$ cat config.mk
export PLATFORM = sky130hd
export DESIGN_NAME = alu_issue_unit_flat
export DESIGN_NICKNAME = d
export VERILOG_FILES = /design/src/rtl/alu_issue_pkg.sv /design/src/rtl/alu_issue_unit_if.sv /design/src/rtl/alu_resp_reg.sv /design/src/rtl/alu_issue_unit.sv /design/src/flat_wrapper.sv
export SDC_FILE = /design/constraint.sdc
export NUM_CORES = 1
export LEC_CHECK = 0
export ABC_AREA = 1
export ABC_CLOCK_PERIOD_IN_PS = 1500
export BUFFER_PORTS_ARGS = -buffer_cell sky130_fd_sc_hd__buf_2
export CAP_MARGIN = 20
export CORE_MARGIN = 4
export CORE_UTILIZATION = 45
export CTS_BUF_LIST = sky130_fd_sc_hd__clkbuf_16
export CTS_CLUSTER_DIAMETER = 150
export DETAILED_ROUTE_END_ITERATION = 12
export GPL_ROUTABILITY_DRIVEN = 0
export PLACE_DENSITY_LB_ADDON = 0.05
export SLEW_MARGIN = 20
export SYNTH_ARGS = -nofsm -noshare
export SYNTH_HDL_FRONTEND = slang
export SYNTH_SLANG_ARGS = --single-unit
$ cat constraint.sdc
create_clock -name clk -period 1.5 [get_ports clk]
set_input_delay 0 -clock clk [delete_from_list [all_inputs] [get_ports clk]]
set_output_delay 0 -clock clk [all_outputs]
set_load 0.01 [all_outputs]
$ cat src/rtl/alu_issue_pkg.sv
// Shared types for the ALU issue unit: opcode map, FSM states and the
// opcode legality helper.
package alu_issue_pkg;

  typedef enum logic [3:0] {
    OP_MOV = 4'd0,
    OP_ADD = 4'd1,
    OP_SUB = 4'd2,
    OP_MUL = 4'd3,
    OP_DIV = 4'd4,
    OP_XOR = 4'd5,
    OP_AND = 4'd6,
    OP_NOT = 4'd7,
    OP_SHL = 4'd8,
    OP_SHR = 4'd9
  } alu_op_t;

  localparam logic [3:0] OP_LAST = 4'(OP_SHR);

  typedef enum logic [2:0] {
    IDLE,
    EXEC,
    CAPTURE,
    HOLD,
    SWEEP_EXEC,
    SWEEP_CAPTURE,
    SWEEP_HOLD
  } state_t;

  // Codes above OP_LAST have no ALU function behind them.
  function automatic logic is_legal_op(input logic [3:0] op);
    return op <= OP_LAST;
  endfunction

endpackage

$ cat src/rtl/alu_issue_unit_if.sv
// Request/response handshake bundle of the ALU issue unit.
// resp_err exists only when ALU_ISSUE_ERR_EN is defined.
interface alu_issue_unit_if #(
  parameter int N = 4
);
  logic         req_valid;
  logic         req_ready;
  logic [N-1:0] req_a;
  logic [N-1:0] req_b;
  logic [3:0]   req_op;
  logic         resp_valid;
  logic         resp_ready;
  logic [N-1:0] resp_result;
  logic [3:0]   resp_op;
`ifdef ALU_ISSUE_ERR_EN
  logic         resp_err;
`endif

  modport master (
    output req_valid, req_a, req_b, req_op, resp_ready,
    input  req_ready, resp_valid, resp_result, resp_op
`ifdef ALU_ISSUE_ERR_EN
    , input resp_err
`endif
  );

  modport slave (
    input  req_valid, req_a, req_b, req_op, resp_ready,
    output req_ready, resp_valid, resp_result, resp_op
`ifdef ALU_ISSUE_ERR_EN
    , output resp_err
`endif
  );

endinterface

$ cat src/rtl/alu_resp_reg.sv
// Response holding register: loads on strobe, holds until valid/ready
// handshake. Error flag present only with ALU_ISSUE_ERR_EN.
module alu_resp_reg #(
  parameter int N = 4
) (
  input  logic         clk,
  input  logic         rst,
  input  logic         load,
  input  logic [N-1:0] load_result,
  input  logic [3:0]   load_op,
`ifdef ALU_ISSUE_ERR_EN
  input  logic         load_err,
  output logic         err,
`endif
  input  logic         ready,
  output logic         valid,
  output logic [N-1:0] result,
  output logic [3:0]   op
);

  // Capture on load; drop valid (and error) once the consumer takes it.
  always_ff @(posedge clk) begin
    if (rst) begin
      valid  <= 1'b0;
      result <= '0;
      op     <= '0;
`ifdef ALU_ISSUE_ERR_EN
      err    <= 1'b0;
`endif
    end else if (load) begin
      valid  <= 1'b1;
      result <= load_result;
      op     <= load_op;
`ifdef ALU_ISSUE_ERR_EN
      err    <= load_err;
`endif
    end else if (valid && ready) begin
      valid  <= 1'b0;
`ifdef ALU_ISSUE_ERR_EN
      err    <= 1'b0;
`endif
    end
  end

endmodule

$ cat src/rtl/alu_issue_unit.sv
// Registered command front-end for the combinational ale ALU, with a
// self-timed sweep over every defined opcode. Optional macro
// ALU_ISSUE_ERR_EN adds resp_err flagging of illegal opcodes.
module alu_issue_unit
  import alu_issue_pkg::*;
#(
  parameter int N = 4
) (
  input  logic           clk,
  input  logic           rst,
  input  logic           sweep_start,
  output logic           busy,
  output logic [N-1:0]   alu_a,
  output logic [N-1:0]   alu_b,
  output logic [3:0]     alu_select,
  input  logic [N-1:0]   alu_result,
  alu_issue_unit_if.slave bus
);

  state_t       state_q;
  state_t       state_d;
  logic         sweep_go;
  logic         accept;
  logic         hs;
  logic         load;
  logic         last_op;
  logic         op_legal;
  logic [N-1:0] cap_result;

  // Sweep has priority over a simultaneous request.
  assign bus.req_ready = (state_q == IDLE) && !sweep_start;
  assign sweep_go      = (state_q == IDLE) && sweep_start;
  assign accept        = bus.req_valid && bus.req_ready;
  assign hs            = bus.resp_valid && bus.resp_ready;
  assign last_op       = (alu_select == OP_LAST);
  assign op_legal      = is_legal_op(alu_select);
  assign cap_result    = op_legal ? alu_result : '0;

  // Next-state and load strobe for the response register.
  always_comb begin
    state_d = state_q;
    load    = 1'b0;
    case (state_q)
      IDLE: begin
        if (sweep_go)    state_d = SWEEP_EXEC;
        else if (accept) state_d = EXEC;
      end
      EXEC:          state_d = CAPTURE;
      CAPTURE: begin
        load    = 1'b1;
        state_d = HOLD;
      end
      HOLD:          if (hs) state_d = IDLE;
      SWEEP_EXEC:    state_d = SWEEP_CAPTURE;
      SWEEP_CAPTURE: begin
        load    = 1'b1;
        state_d = SWEEP_HOLD;
      end
      SWEEP_HOLD:    if (hs) state_d = last_op ? IDLE : SWEEP_EXEC;
      default:       state_d = IDLE;
    endcase
  end

  // FSM state register; busy registered from the next state.
  always_ff @(posedge clk) begin
    if (rst) begin
      state_q <= IDLE;
      busy    <= 1'b0;
    end else begin
      state_q <= state_d;
      busy    <= (state_d != IDLE);
    end
  end

  // ALU operand/opcode drive, held stable from issue until handshake.
  always_ff @(posedge clk) begin
    if (rst) begin
      alu_a      <= '0;
      alu_b      <= '0;
      alu_select <= '0;
    end else if (sweep_go) begin
      alu_a      <= bus.req_a;
      alu_b      <= bus.req_b;
      alu_select <= '0;
    end else if (accept) begin
      alu_a      <= bus.req_a;
      alu_b      <= bus.req_b;
      alu_select <= bus.req_op;
    end else if ((state_q == SWEEP_HOLD) && hs && !last_op) begin
      alu_select <= 4'(alu_select + 4'd1);
    end
  end

  alu_resp_reg #(.N(N)) u_resp (
    .clk         (clk),
    .rst         (rst),
    .load        (load),
    .load_result (cap_result),
    .load_op     (alu_select),
`ifdef ALU_ISSUE_ERR_EN
    .load_err    ((state_q == CAPTURE) && !op_legal),
    .err         (bus.resp_err),
`endif
    .ready       (bus.resp_ready),
    .valid       (bus.resp_valid),
    .result      (bus.resp_result),
    .op          (bus.resp_op)
  );

endmodule
$ cat src/flat_wrapper.sv
// flat-port wrapper written by rule: the top's interface ports become plain ports
module alu_issue_unit_flat import alu_issue_pkg::*;
#(
  parameter int N = 4
)
  (clk, rst, sweep_start, busy, alu_a, alu_b, alu_select, alu_result, bus_req_valid, bus_req_a, bus_req_b, bus_req_op, bus_resp_ready, bus_req_ready, bus_resp_valid, bus_resp_result, bus_resp_op);
  alu_issue_unit_if #(.N(N)) bus_i ();
  input  logic clk;
  input  logic rst;
  input  logic sweep_start;
  output logic busy;
  output logic [N-1:0] alu_a;
  output logic [N-1:0] alu_b;
  output logic [3:0] alu_select;
  input  logic [N-1:0] alu_result;
  input wire logic [$bits(bus_i.req_valid)-1:0] bus_req_valid;
  input wire logic [$bits(bus_i.req_a)-1:0] bus_req_a;
  input wire logic [$bits(bus_i.req_b)-1:0] bus_req_b;
  input wire logic [$bits(bus_i.req_op)-1:0] bus_req_op;
  input wire logic [$bits(bus_i.resp_ready)-1:0] bus_resp_ready;
  output wire logic [$bits(bus_i.req_ready)-1:0] bus_req_ready;
  output wire logic [$bits(bus_i.resp_valid)-1:0] bus_resp_valid;
  output wire logic [$bits(bus_i.resp_result)-1:0] bus_resp_result;
  output wire logic [$bits(bus_i.resp_op)-1:0] bus_resp_op;
  assign bus_i.req_valid = bus_req_valid;
  assign bus_i.req_a = bus_req_a;
  assign bus_i.req_b = bus_req_b;
  assign bus_i.req_op = bus_req_op;
  assign bus_i.resp_ready = bus_resp_ready;
  assign bus_req_ready = bus_i.req_ready;
  assign bus_resp_valid = bus_i.resp_valid;
  assign bus_resp_result = bus_i.resp_result;
  assign bus_resp_op = bus_i.resp_op;
  alu_issue_unit #(.N(N)) u_core (.clk(clk), .rst(rst), .sweep_start(sweep_start), .busy(busy), .alu_a(alu_a), .alu_b(alu_b), .alu_select(alu_select), .alu_result(alu_result), .bus(bus_i));
endmodule
After elaboration in Yosys (flattened, before gate mapping)

Index checks and enable logic that the tools add are counted.

Register bits: 25
Input port bits: 21
Output and inout port bits: 23
Word-level logic and storage cells: 48

$add $sub $neg: 1
Magnitude comparators: 1
Equality and inequality tests: 7
Mux-type cells: 16
Reduce and logical (&&, ||, !) cells: 15

Operator list:

| operator                                              | count |
|---|---|
| 2-to-1 mux 4 bit                                      | 7 |
| case mux 3 bit (7 select lines)                       | 1 |
| 2-to-1 mux 3 bit                                      | 5 |
| == test 3 bit, second input constant                  | 3 |
| == test 3 x 2 -> 1 bit, second input constant         | 2 |
| logical AND 1 bit                                     | 6 |
| nonzero test 2 bit                                    | 3 |
| adder 4 x 1 -> 4 bit, second input constant           | 1 |
| == test 4 bit, second input constant                  | 1 |
| less-or-equal comparator 4 bit, second input constant | 1 |
| OR reduction 2 bit                                    | 2 |
| == test 3 x 1 -> 1 bit, second input constant         | 1 |
| zero test 3 bit                                       | 1 |
| 2-to-1 mux 1 bit                                      | 3 |
| nonzero test 3 bit                                    | 1 |
| zero test 1 bit                                       | 2 |

Depth between registers and ports, before layout

Gate-level depths: netlist (run 1).

Depth in word-level cells: 7
Mapped depth: 9
Gate-level depth less buffers: 9

By module

From an unflattened synthesis (run 1), not the netlist that was laid out.

Cells, all modules: 168
Area, all modules: 1193.6 um2

By module, submodules not included:

| module         | instances | cells an instance | area an instance (um2) | sequential area each (um2) |
|---|---|---|---|---|
| alu_issue_unit | 1         | 130               | 889.6                  | 320.3 |
| alu_resp_reg   | 1         | 38                | 304.0                  | 180.2 |

Least setup slack after synthesis (run 1)

OpenSTA, ideal clock, no wires.

Path type: reg-to-reg
From: reg u_core.alu_select[1]
To: reg u_core.alu_select[2]
Library setup time: 111 ps
Arrival: 1203 ps
Data required time: 1389 ps
Slack: 185 ps
Stages on the path, launching flop included: 9
Path buffers: 0
Period minus slack after synthesis: 1315 ps
Path through: dfxtp_1 inv_1 ha_1 nand3_1 nand3_2 nand2_1 inv_1 nor2_1 nor2_1

Longest elaborated chain between the ends: 4
Elaborated cells on any way between the ends: 7
Classes of those cells: 1 x add/sub; 1 x eq/ne; 2 x mux; 3 x reduce/logical

RTL lines:

| element                                                      | RTL line             | text |
|---|---|---|
| start, declared                                              | alu_issue_unit.sv:15 | `output logic [3:0] alu_select,` |
| start signal, assigned                                       | alu_issue_unit.sv:88 | `alu_select <= bus.req_op;` |
| start signal, assigned                                       | alu_issue_unit.sv:90 | `alu_select <= 4'(alu_select + 4'd1);` |
| branches (longest 4 deep; another with adder 4 x 1 -> 4 bit) | -                    |  |

Several ways; the timed one is not identified. The select of a mux whose other input is x is not followed.
A chain may end at the register's enable or synchronous reset.

Final worst setup path (run 1)

Ends and elaborated chain as after synthesis.

==> results of run 1 <==
-- cell usage after synthesis --
master and n:
buf_6 1, nand4_2 1, nand2_1 29, dfxtp_1 25, nand4_1 2, xor2_1 1, nor2_2 1, o21ai_2 1
inv_1 22, inv_2 1, a21oi_1 5, a21oi_4 1, o21ai_0 20, ha_1 3, nor3_1 1, nor2_4 2
nor2_1 41, o211ai_4 1, nand3_2 1, clkbuf_2 1, buf_1 1, nand3_1 10
-- metrics by stage --
stage	cells	hold slack, ns	total power (W)
floorplan	171	0.160	0.00144
global placement	244	0.248	0.00169
detailed placement	244	0.255	0.00171
CTS	254	0.00325	0.00233
global route	254	0.0149	0.00248
finish	254	0.00518	0.00230
-- metal layers --
layer  GRT usage, %  share of wire, %
met4           4.43               1.0
met1           19.4                47
met5              0                 0
met3           4.97               6.9
met2           29.0                45
-- flip-flops by register name, summed over array words and instances, names as in the netlist --
signal and flops:
u_core.alu_b 4, u_core.alu_a 4, u_core.busy 1, u_core.u_resp.valid 1, u_core.u_resp.result 4, u_core.state_q 3, u_core.u_resp.op 4, u_core.alu_select 4
-- critical path: stages (launching register included) --
cell and delay (ns):
dfxtp_1 0.33, inv_1 0.07, ha_1 0.20, nand3_1 0.12, nand3_2 0.14, nand2_1 0.13, inv_1 0.05, nor2_1 0.10
nor2_1 0.05
-- final timing paths --
path,endpoint
setup / recovery,u_core.alu_select[2]
hold / removal,u_core.alu_a[0]
setup reg to reg,u_core.alu_select[2]
hold reg to reg,u_core.u_resp.op[1]
-- area by class of cell --
class                           instances  area, µm²
Tap cell                               30       37.5
Inverter                               23       86.3
Clock buffer                            3       75.1
Sequential cell                        25        502
Timing Repair Buffer                   52        298
Multi-Input combinational cell        120        602
Fill cell                             247        915
Clock inverter                          1       7.51
-- logic make-up after synthesis --
| logic type | count (synthesis) | synth area share, % |
|---|---|---|
| fa+ha+maj | 3 | 3.11 |
| compound gates | 28 | 14.2 |
| xor+xnor | 1 | 0.726 |
| buf+inv | 26 | 8.82 |
| flops | 25 | 41.5 |
| simple gates | 88 | 31.6 |
-- timing repair --
item / 4_1_cts / 5_1_grt
hold buffers: 6 / 0
endpoints found under the setup margin: 0 / 5
gates resized for setup: 0 / 2
hold endpoints to repair: 6 / 0
-- power groups by stage --
stage               registers [W]  clock network (W)  logic (W)
detailed placement       0.000927                  0   0.000786
global placement         0.000919                  0   0.000775
CTS                      0.000913           0.000621   0.000801
global route             0.000932           0.000637   0.000909
finish                   0.000910           0.000596   0.000792
floorplan                 0.00100                  0   0.000440
==> flow_summary.ini, run 1 <==
[pwr]
clkPwrFrac_pct = 25.9
pwr-share-comb_pct = 34.5
p_seq_share_pct = 39.6
power_switching_w = 0.000800
power.density_nw_per_um2 = 1430
p_leak_nw = 0.867
p_sw_share_pct = 34.8
p_int_w = 0.00150
ir_drop_mv = 1.10

[clock_network]
post_cts_buffers = 0
cts.sink_count = 25
cts_buffers = 3
cts_tree = built
root_buffer = clkbuf_16
cts.path.max_buffers = 2
clock_latency_ns = 0.26
cts.clk_slew.worst_paths_ns = 0.06
h-tree-depth = 1

[yosys]
synth_top_area_share_pct = 41.5
syn_inst = 171
syn_area_um2 = 1210
synth_area_leader_cell = dfxtp_1
ys_seq_area_share_pct = 41.5
syn_nets = 195
ys_top_cells_by_area = dfxtp_1 41%, nor2_1 13%, nand2_1 9.0%
synth_warnings = 0
synth_cell_types = 22
yosys_register_bits = 25
syn_avg_cell_area_um2 = 7.05

[placement]
pre_cts_slack_ns = 0.149
place_area_um2 = 1460
io_buffers = 43
dp.final_hpwl_mm = 2.03

[floorplanning]
start_util_pct = 47.8
dieHeight_um = 59.8
die_w_um = 59.8
core_area_um2 = 2520
rows = 18
ios = 44
dieArea_um2 = 3570

[layout]
layout_commonest_cell = buf_2
antenna_cells = 0
syn_to_final_growth_pct = 33.3
final_cell_mix = 43 x buf_2, 40 x nor2_1, 29 x nand2_1
nNetsFinal = 249
final_area_um2 = 1610
utilization_pct = 63.7
layout-drive-gt1-share_pct = 27.2

[critical_path]
cp.required_ns = 1.66
rrSetupSlack_ns = 0.20
worst_setup_path_end_kind = flip-flop
rr_startpoint = u_core.alu_select[1]
crit_fanout = 5
startpoint = u_core.alu_select[1]
reg2reg_depth = 8
path_class = flip-flop to flip-flop
arrival_ns = 1.46
setup.worst_path.start_class = flip-flop

[detailed_routing]
wl_per_cell_um = 10.4
drt-total-wl_mm = 2.64
drc = 0
antenna_left = 0
dr.pass1.iters = 4
first_iter_violations = 53
avgViaCountPerCell = 4.74
dr_total_vias = 1205

[sta]
rsz0062_at_grt = no
tns_ns = 0
fmax_mhz = 769
hold_violations = 0
post-route-worst-setup-slack_ns = 0.200
min_period_ns = 1.30
finalMaxSlewViolations = 0
relSlewSlack_pct = 78.4
fin_skew_ns = 0.00379
tightestPinTransition_ns = 0.323
setup_viol = 0
finalCritPeriodShare_pct = 86.7

[global_route]
grt_overflow = 0
grt_use_total_pct = 16.6
grt_pass1_wl_mm = 4.64
grt_pass1_vias = 1158
antenna_found_initial = 0
grt_max_degree = 18

[outcome]
status = finished, final reports clean

[worst_hold_path]
whs_path_depth = 3
hp-class = input pin to flip-flop
min_from = bus_req_a[0]

[run]
maxCapViolCount = 0
Power figures use the tool's default switching activity.
==> run 2: changes to the inputs <==
BUFFER_PORTS_ARGS = default   (was -buffer_cell sky130_fd_sc_hd__buf_2)
DONT_BUFFER_PORTS = 1   (was default)
==> run 2 against run 1 <==
Sequential share of layout area rose by 1.7 points. Clock skew fell by 0.0018 ns. Hold slack improved by 0.0064 ns. Clock power fell by 3.5%. Die area did not move. Combinational power fell by 22%. Total power fell by 4.9%. Sequential power rose by 9.0%. Highest routed layer unchanged.
==> flow_summary.ini, run 2 (synthesized netlist as in run 1, its figures left out) <==
[floorplanning]
dieArea_um2 = 3570
ios = 44
rows = 18
die_w_um = 59.8
core_area_um2 = 2520
start_util_pct = 47.8
dieHeight_um = 59.8

[clock_network]
cts_tree = built
cts.sink_count = 25
root_buffer = clkbuf_16
cts.clk_slew.worst_paths_ns = 0.06
h-tree-depth = 1
clock_latency_ns = 0.25
cts_buffers = 3
cts.path.max_buffers = 2

[critical_path]
setup.worst_path.start_class = flip-flop
worst_setup_path_end_kind = flip-flop
arrival_ns = 1.48
path_class = flip-flop to flip-flop
crit_fanout = 5
cp.required_ns = 1.65

[sta]
finalCritPeriodShare_pct = 89.1
rsz0062_at_grt = no
min_period_ns = 1.34
finalMaxSlewViolations = 0
post-route-worst-setup-slack_ns = 0.164
holdWs_ns = 0.0116
hold_violations = 0
tightestPinTransition_ns = 0.515
tns_ns = 0
fmax_mhz = 748
setup_viol = 0
relSlewSlack_pct = 65.6
fin_skew_ns = 0.00195

[pwr]
ir_drop_mv = 0.968
p_int_w = 0.00142
power_switching_w = 0.000766
p_leak_nw = 0.744
power.density_nw_per_um2 = 1430
p_sw_share_pct = 35.1
p_seq_share_pct = 45.4
clkPwrFrac_pct = 26.3
pwr-share-comb_pct = 28.3

[layout]
antenna_cells = 0
layout-drive-gt1-share_pct = 10.2
ff_latch_area_um2 = 502
layout_commonest_cell = nor2_1
fill_cells = 251
final_area_um2 = 1530
nNetsFinal = 221
multi_input_area_um2 = 599
final_cell_mix = 41 x nor2_1, 29 x nand2_1, 24 x dfxtp_1
syn_to_final_growth_pct = 26.6

[detailed_routing]
dr.pass1.iters = 4
dr_total_vias = 1133
wl_per_cell_um = 11.9
drc = 0
first_iter_violations = 94
antenna_left = 0
drt-total-wl_mm = 2.70
avgViaCountPerCell = 5.01

[global_route]
antenna_found_initial = 0
grt_overflow = 0
grt_max_degree = 21
grt_pass1_wl_mm = 4.58
grt_pass1_vias = 1105
grt_use_total_pct = 16.6

[placement]
place_area_um2 = 1280
io_buffers = 0
pre_cts_slack_ns = 0.170
dp.final_hpwl_mm = 2.01

[worst_hold_path]
hp-class = input pin to flip-flop

[run]
maxCapViolCount = 0

[outcome]
status = finished, final reports clean
run 2: final timing paths:
check	from	slack (ns)	cells past startpoint	endpoint
worst max-delay path	u_core.alu_select[1]	0.16	8	u_core.alu_select[1]
worst min-delay path	bus_req_op[1]	0.01	4	u_core.alu_select[1]
worst max register to register	u_core.alu_select[1]	0.16	8	u_core.alu_select[1]
worst min register to register	u_core.u_resp.op[0]	0.53	2	u_core.u_resp.op[0]
run 2: critical path, stage by stage (launching register included):
cell	delay (ns)
dfxtp_1	0.35
inv_1	0.09
ha_1	0.21
nand3_1	0.12
nand3_2	0.13
nand2_1	0.13
nand2_1	0.06
nor2_1	0.09
nor2_1	0.06
run 2: area by class of cell:
class	count	share of cell area, %
Clock buffer	3	4.92
Clock inverter	1	0.246
Inverter	23	5.66
Multi-Input combinational cell	120	39.3
Sequential cell	25	32.9
Tap cell	30	2.46
Timing Repair Buffer	24	14.6
run 2: repair_timing:
action | CTS | global route
setup buffers | 0 | 0
gates resized for setup | 0 | 1
setup endpoints to repair | 0 | 4
endpoints found under the hold margin | 17 | 0
hold buffers | 17 | 0
run 2: power groups by stage:
stage | Clock (W) | Sequential (W) | Combinational, W
4_1_cts | 0.000589 | 0.000996 | 0.000620
3_3_place_gp | 0 | 0.00101 | 0.000569
3_5_place_dp | 0 | 0.00101 | 0.000582
5_1_grt | 0.000610 | 0.00101 | 0.000717
6_report | 0.000575 | 0.000992 | 0.000618
2_1_floorplan | 0 | 0.00100 | 0.000440
run 2: per-layer routing:
metal  global-route usage [%]  share of wire (%)  up-vias
met2                     26.7                 46       36
met5                        0                  0        -
li1                         -                  -      592
met4                     6.96                1.1        0
met1                     20.7                 45      501
met3                     4.54                7.8        4
run 2: metrics by stage:
stage / util [%] / total power, W / instances
floorplan: - / 0.00144 / 171
global placement: 50.6 / 0.00157 / 205
detailed placement: 50.6 / 0.00159 / 205
CTS: 60.5 / 0.00220 / 226
global route: 60.5 / 0.00234 / 226
finish: 60.5 / 0.00218 / 226
